### config.mk
export PLATFORM = sky130hd
export DESIGN_NAME = pipe_scoreboard
export DESIGN_NICKNAME = d
export VERILOG_FILES = /design/src/rtl/pipe_scoreboard.sv
export SDC_FILE = /design/constraint.sdc
export NUM_CORES = 1
export LEC_CHECK = 0
export CORE_MARGIN = 3
export CORE_UTILIZATION = 45
export DETAILED_ROUTE_END_ITERATION = 10
export PLACE_DENSITY = 0.78
export SLEW_MARGIN = 20
export SYNTH_ARGS = -nofsm -noshare
export SYNTH_HDL_FRONTEND = slang
export SYNTH_SLANG_ARGS = --single-unit
### constraint.sdc
create_clock -name clk -period 4.25 [get_ports clk]
set_clock_uncertainty 0.05 [all_clocks]
set_input_delay 1.275 -clock clk [delete_from_list [all_inputs] [get_ports clk]]
set_output_delay 1.275 -clock clk [all_outputs]
set_load 0.1 [all_outputs]
### src/rtl/pipe_scoreboard.sv
// Per-register write scoreboard: tracks in-flight producers by age and latency,
// and drives the issue stall, the bypass selects and a saturating stall counter.
module pipe_scoreboard #(
  parameter int REG_ADDR_W = 4,
  parameter int DEPTH      = 3,
  parameter int AGE_W      = 2,
  parameter int FLUSH_AGE  = 2,
  parameter int CNT_W      = 16
) (
  input  logic                  clk,
  input  logic                  rst,
  input  logic                  issue_vld,
  input  logic                  issue_wr,
  input  logic [REG_ADDR_W-1:0] issue_rd,
  input  logic [AGE_W-1:0]      issue_lat,
  input  logic [REG_ADDR_W-1:0] issue_rs,
  input  logic [REG_ADDR_W-1:0] issue_rt,
  input  logic                  issue_rs_used,
  input  logic                  issue_rt_used,
  input  logic                  flush,
  output logic                  stall,
  output logic                  fwd_rs_vld,
  output logic                  fwd_rt_vld,
  output logic [AGE_W-1:0]      fwd_rs_dist,
  output logic [AGE_W-1:0]      fwd_rt_dist,
  output logic [CNT_W-1:0]      stall_cnt
);

  localparam int NUM_REGS = 2**REG_ADDR_W;
  localparam logic [AGE_W-1:0] DEPTH_A = AGE_W'(DEPTH);
  localparam logic [AGE_W-1:0] ONE_A   = AGE_W'(1);

  logic [NUM_REGS-1:0]            busy_q, busy_d;
  logic [NUM_REGS-1:0][AGE_W-1:0] age_q, age_d;
  logic [NUM_REGS-1:0][AGE_W-1:0] cnt_q, cnt_d;
  logic [CNT_W-1:0]               stall_cnt_q, stall_cnt_d;

  logic [AGE_W-1:0] lat_eff;
  logic             rs_hit, rt_hit;
  logic             rs_pend, rt_pend;
  logic             raw, waw, accept;

  always_comb begin
    lat_eff = issue_lat;
    if (issue_lat == '0) begin
      lat_eff = ONE_A;
    end else if (issue_lat > DEPTH_A) begin
      lat_eff = DEPTH_A;
    end
  end

  // An entry at age DEPTH writes the regfile this edge, so readers see it there.
  assign rs_hit = issue_rs_used && (issue_rs != '0) &&
                  busy_q[issue_rs] && (age_q[issue_rs] != DEPTH_A);
  assign rt_hit = issue_rt_used && (issue_rt != '0) &&
                  busy_q[issue_rt] && (age_q[issue_rt] != DEPTH_A);

  assign rs_pend = cnt_q[issue_rs] != '0;
  assign rt_pend = cnt_q[issue_rt] != '0;

  assign raw = (rs_hit && rs_pend) || (rt_hit && rt_pend);
  assign waw = issue_wr && (issue_rd != '0) &&
               busy_q[issue_rd] && (age_q[issue_rd] < DEPTH_A);

  assign stall  = issue_vld && !flush && (raw || waw);
  assign accept = issue_vld && !stall && !flush &&
                  issue_wr && (issue_rd != '0);

  assign fwd_rs_vld  = rs_hit && !rs_pend;
  assign fwd_rt_vld  = rt_hit && !rt_pend;
  assign fwd_rs_dist = fwd_rs_vld ? age_q[issue_rs] : '0;
  assign fwd_rt_dist = fwd_rt_vld ? age_q[issue_rt] : '0;
  assign stall_cnt   = stall_cnt_q;

  always_comb begin
    busy_d = '0;
    age_d  = '0;
    cnt_d  = '0;
    for (int r = 1; r < NUM_REGS; r++) begin
      if (accept && (issue_rd == REG_ADDR_W'(r))) begin
        busy_d[r] = 1'b1;
        age_d[r]  = ONE_A;
        cnt_d[r]  = lat_eff - ONE_A;
      end else if (busy_q[r] && (age_q[r] != DEPTH_A) &&
                   !(flush && (int'(age_q[r]) < FLUSH_AGE))) begin
        busy_d[r] = 1'b1;
        age_d[r]  = age_q[r] + ONE_A;
        cnt_d[r]  = (cnt_q[r] == '0) ? '0 : cnt_q[r] - ONE_A;
      end
    end
  end

  always_comb begin
    stall_cnt_d = stall_cnt_q;
    if (stall && !(&stall_cnt_q)) begin
      stall_cnt_d = stall_cnt_q + CNT_W'(1);
    end
  end

  always_ff @(posedge clk or posedge rst) begin
    if (rst) begin
      busy_q      <= '0;
      age_q       <= '0;
      cnt_q       <= '0;
      stall_cnt_q <= '0;
    end else begin
      busy_q      <= busy_d;
      age_q       <= age_d;
      cnt_q       <= cnt_d;
      stall_cnt_q <= stall_cnt_d;
    end
  end

endmodule
* Word-level counts from Yosys, hierarchy flattened
Cells that the tools add are included.
** Storage, ports and cells
- Flip-flop bits (word level) :: 91
- Input bits :: 21
- Output and inout bits :: 23
- Logic and storage cells :: 365
** Operators by class
- Add/sub/neg operators :: 32
- Magnitude comparators :: 20
- Eq/ne operators :: 32
- Muxes and demuxes :: 125
- Reductions and logical operators :: 124
** Operators with widths (number)
- $mux W2 :: 84
- $logic_and A1 B1 Y1 :: 80
- $bmux W2 S4 :: 5
- $ne A2 B2 Y1 const B :: 17
- $mux W1 :: 33
- $eq A4 B4 Y1 const B :: 8
- $logic_not A2 Y1 :: 16
- $lt A2 B2 Y1 const B :: 16
- $sub A2 B1 Y2 const B :: 16
- $add A2 B1 Y2 const B :: 15
- $logic_not A1 Y1 :: 20
- $add A16 B1 Y16 const B :: 1
- $eq A4 B3 Y1 const B :: 4
- $reduce_and A16 Y1 :: 1
- $lt A4 B5 Y1 const B :: 3
- $bmux W1 S4 :: 3
- $reduce_bool A4 Y1 :: 3
- $eq A4 B2 Y1 const B :: 2
- $eq A4 B1 Y1 const B :: 1
- $reduce_bool A2 Y1 :: 2
- $gt A2 B2 Y1 const B :: 1
- $logic_or A1 B1 Y1 :: 2

* Logic depth before layout (Yosys ltp)
- Depth after elaboration :: 15
- Gate-level depth with buffers :: 13
- Gate-level depth less buffers :: 8

* Least setup slack after synthesis
OpenSTA, ideal clock, no wires.
- Kind :: input-to-output
- From :: input port issue_rs[1]
- To :: output port fwd_rs_dist[0]
- Arrival :: 4808 ps
- Required time :: 2925 ps
- Slack :: -1883 ps
- Cell stages on the path :: 10
- Buffers on the path :: 2
- Cells stage by stage :: buf_2 > buf_6 > mux2_1 > a221oi_1 > a311o_1 > nor2_1 > o21ai_1 > inv_1 > nor2_1 > and2_1
** On the way
- Longest elaborated chain between the ends :: 6
- Elaborated cells on any way between the ends :: 15
- Those cells by class :: eq/ne: 1; mux: 7; reduce/logical: 7
** RTL lines
- start, declared :: line 16 : input logic [REG_ADDR_W-1:0] issue_rs,
- $bmux W2 S4, or another cell as far along :: line 54 : busy_q[issue_rs] && (age_q[issue_rs] != DEPTH_A);
- $mux W2 (implied by the code), or another cell as far along :: line 54
- $ne A2 B2 Y1, or another cell as far along :: line 54
- $logic_and A1 B1 Y1 / $logic_not A1 Y1 (equally long branches) :: line 54, 69
- $logic_and A1 B1 Y1 * :: line 69 : assign fwd_rs_vld = rs_hit && !rs_pend;
- named net fwd_rs_vld :: line 22 : output logic fwd_rs_vld,
- $mux W2 * :: line 71 : assign fwd_rs_dist = fwd_rs_vld ? age_q[issue_rs] : '0;
- end, declared :: line 24 : output logic [AGE_W-1:0] fwd_rs_dist,
The timed path passes the listed nets; every way through them passes the cells marked *. The select of a mux whose other input is x is not followed.

* Worst setup path after layout
- From :: input port issue_rd[3]
- To :: output port stall
** On the way
- Longest elaborated chain between the ends :: 6
- Elaborated cells on any way between the ends :: 11
- Those cells by class :: order compare: 1; mux: 4; reduce/logical: 6
** RTL lines
- start, declared :: line 14 : input logic [REG_ADDR_W-1:0] issue_rd,
- $bmux W2 S4, or another cell as far along :: line 63 : busy_q[issue_rd] && (age_q[issue_rd] < DEPTH_A);
- $mux W2 (implied by the code), or another cell as far along :: line 63
- $lt A2 B2 Y1 / $logic_and A1 B1 Y1 (equally long branches) :: line 63, 62
- $logic_and A1 B1 Y1 * :: line 63
- $logic_or A1 B1 Y1 * :: line 65 : assign stall = issue_vld && !flush && (raw || waw);
- $logic_and A1 B1 Y1 * :: line 65
- end, declared :: line 21 : output logic stall,
Every way passes the cells marked *; elsewhere a longest branch is shown, timed or not. The select of a mux whose other input is x is not followed.

==> flow_summary.yaml <==
power_and_ir_drop:
  p_leak_nw: 3.72
  ir_worst_vdd_mv: 0.377
  cellPowerDensity_nw_per_um2: 284
placement:
  io_buffer_count: 43
  dpl.hpwl_um: 13000
  gp_congestion: 1.13
logic_synthesis:
  synth_fp_nets: 611
  yosysWarningCount: 0
  syn_area_um2: 5740
  synthTopCellsByArea: "dfrtp_1, mux2i_1, mux4_2"
  synth_ff_type: "dfrtp_1"
  yosysUniqueCellTypes: 59
  synth-edff-count: 0
  yosysSeqAreaShare_pct: 39.7
  synthCells: 574
  ys_ff_latch: 91
  synthArstFlopShare_pct: 100
  netlist.area_leader.share_pct: 39.7
  syn_avg_cell_area_um2: 10.0
  yosysTopAreaCell: "dfrtp_1"
timing:
  worst_slack_ps: -285
  finalHoldViolations: 0
  rsz0062_at_grt: "yes"
  slew_viol_final: 0
  finalSetupViolations: 7
  fmax_mhz: 220
  post-route-period-util_pct: 107
  slew_headroom_pct: 34.1
  worst_pin_slew_ps: 986
  setup_tns_ps: -1530
  hold_ws_ps: 453
  min_period_ps: 4540
setup_path:
  cp.depth: 9
  max_stage_delay_ps: 590
  start_kind: "input pin"
  criticalPathCategory: "input pin to primary output"
  cp_max_fo: 7
  reg2reg_depth: 9
  cp_num_buf_inv: 3
  crit_path_end_kind: "primary output"
  crit_required_ps: 2920
  worstPathCellList: "clkdlybuf4s50_1, buf_4, nor2b_2, nor4b_2, a31oi_1, nor2_2, a221oi_4, nor2_4, buf_12"
  arrival_ps: 3210
  crit_slowest_cell: "clkdlybuf4s50_1"
  r2r_slack_ps: 1200
  crit_family: "buffers and inverters"
cts:
  worstSkewPairLatency_ps: 360
  holdBufCountCts: 0
  path_clk_slew_ps: 70
  clock_path_buffers: 2
  clock-sinks: 91
  cts_htree_levels: 3
  cts_made_buffers: 9
  cts-root-buf: "clkbuf_16"
  cts_tree: "yes"
die:
  chipWidth_um: 119
  rows: 40
  initial_utilization_pct: 46.8
  ios: 44
  dieArea_um2: 14100
  die_height_um: 119
  core_um2: 12300
grt:
  grt_start_max_net_pins: 50
  grt-ovfl-total: 0
  antenna_found_initial: 1
  first_global_vias: 5389
  grt_pass1_wl_um: 28800
  track_usage_pct: 26.0
cells_and_area:
  drive_gt1_share_pct: 28.4
  n_fill_cell: 976
  final_cell_mix: "dfrtp_1, buf_4, mux2i_1, nand3_1, nand2_1"
  final_common_cell: "dfrtp_1"
  syn_to_final_growth_pct: 37.0
  seqCellArea_um2: 2280
  n_antenna_cell: 0
  nNetsFinal: 728
  multi_input_area_um2: 3580
flow_run:
  max-cap-violations: 0
detailed_routing:
  viasPerCell: 6.11
  drt-total-wl_um: 17900
  dr.pass1.iters: 6
  drtIter0Drc: 486
  num_vias: 5277
  wire_per_inst_um: 20.7
  drc_errors: 0
  ant_nets: 0
status:
  status: "complete, but fails checks"
  failed_checks: "setup timing"
min_path:
  hold_depth: 1
  min_path_type: "register to register"
==> state kept, by name, summed over array words and instances (netlist names) <==
signal,count
age_q,30
cnt_q,30
stall_cnt,16
busy_q,15
==> area by class of cell <==
| cell class | count | share of cell area, % |
|---|---|---|
| Multi-Input combinational cell | 444 | 45.6 |
| Sequential cell | 91 | 29.0 |
| Timing Repair Buffer | 138 | 18.4 |
| Clock buffer | 10 | 2.91 |
| Tap cell | 168 | 2.67 |
| Clock inverter | 6 | 1.03 |
| Inverter | 7 | 0.414 |
==> repair_timing <==
action,in CTS,in global routing
hold endpoints to repair,0,0
resized for setup,85,24
endpoints found under the setup margin,7,7
pin swaps,24,11
setup buffers,21,3
cloned,3,0
==> cells by family after synthesis <==
| kind of cell | Yosys count | synth area share (%) |
|---|---|---|
| AND/OR/NAND/NOR | 255 | 24.9 |
| flip-flops | 91 | 39.7 |
| AO/OA/AOI/OAI | 85 | 9.99 |
| multiplexers | 74 | 16.5 |
| buffers and inverters | 39 | 3.27 |
| adder cells (fa/ha/maj) | 16 | 3.49 |
| XOR/XNOR | 14 | 2.14 |
==> report_power, final <==
group | leakage, nW | internal [mW] | switching, mW
sequential | 1.27 | 0.883 | 0.0249
clock | 0.151 | 0.469 | 0.374
combinational | 2.30 | 0.190 | 0.294
==> synthesized netlist by cell type (8+ instances only) <==
master / count
mux2_2: 8
a211oi_1: 8
nand3b_1: 32
nor3_1: 14
and3b_1: 15
nand2b_1: 20
a21oi_1: 11
and3_1: 20
o21ai_0: 24
clkbuf_1: 10
ha_1: 16
nor2_1: 35
xnor2_1: 13
nand3_1: 41
mux4_2: 15
nand4_1: 12
mux2_1: 8
mux2i_1: 43
nand2_1: 39
nor2b_1: 9
dfrtp_1: 91
buf_2: 15
a221oi_1: 8
==> per-stage QoR <==
step / total power, mW / cells / util, % / setup WS [ps] / area [um2]
finish: 2.23 / 864 / 64.1 / -285 / 7860
CTS: 2.23 / 862 / 63.3 / -263 / 7770
floorplan: 1.18 / 574 / - / -478 / 5860
global placement: 1.34 / 824 / 57.3 / -775 / 7020
detailed placement: 1.35 / 824 / 57.3 / -779 / 7020
global route: 2.31 / 864 / 64.1 / -363 / 7860
==> metal layers <==
metal  global-route usage (%)  vias to the layer above  part of all wire, %
met5                        0                        -                0.061
met4                     10.6                        2                  3.4
met3                     5.03                       46                  6.7
met2                     40.9                      226                   46
met1                     35.4                     2622                   43
li1                         -                     2381                    -
==> path summary, 6_finish.rpt <==
kind / startpoint / to
worst max-delay path: issue_rd[3] / stall
worst min-delay path: stall_cnt[13] / stall_cnt[13]
worst max register to register: cnt_q[2] / age_q[31]
worst min register to register: stall_cnt[13] / stall_cnt[13]
max in group asynchronous: rst / cnt_q[8]
min in group asynchronous: rst / stall_cnt[4]
No activity file was read; power rests on OpenSTA's default activity.
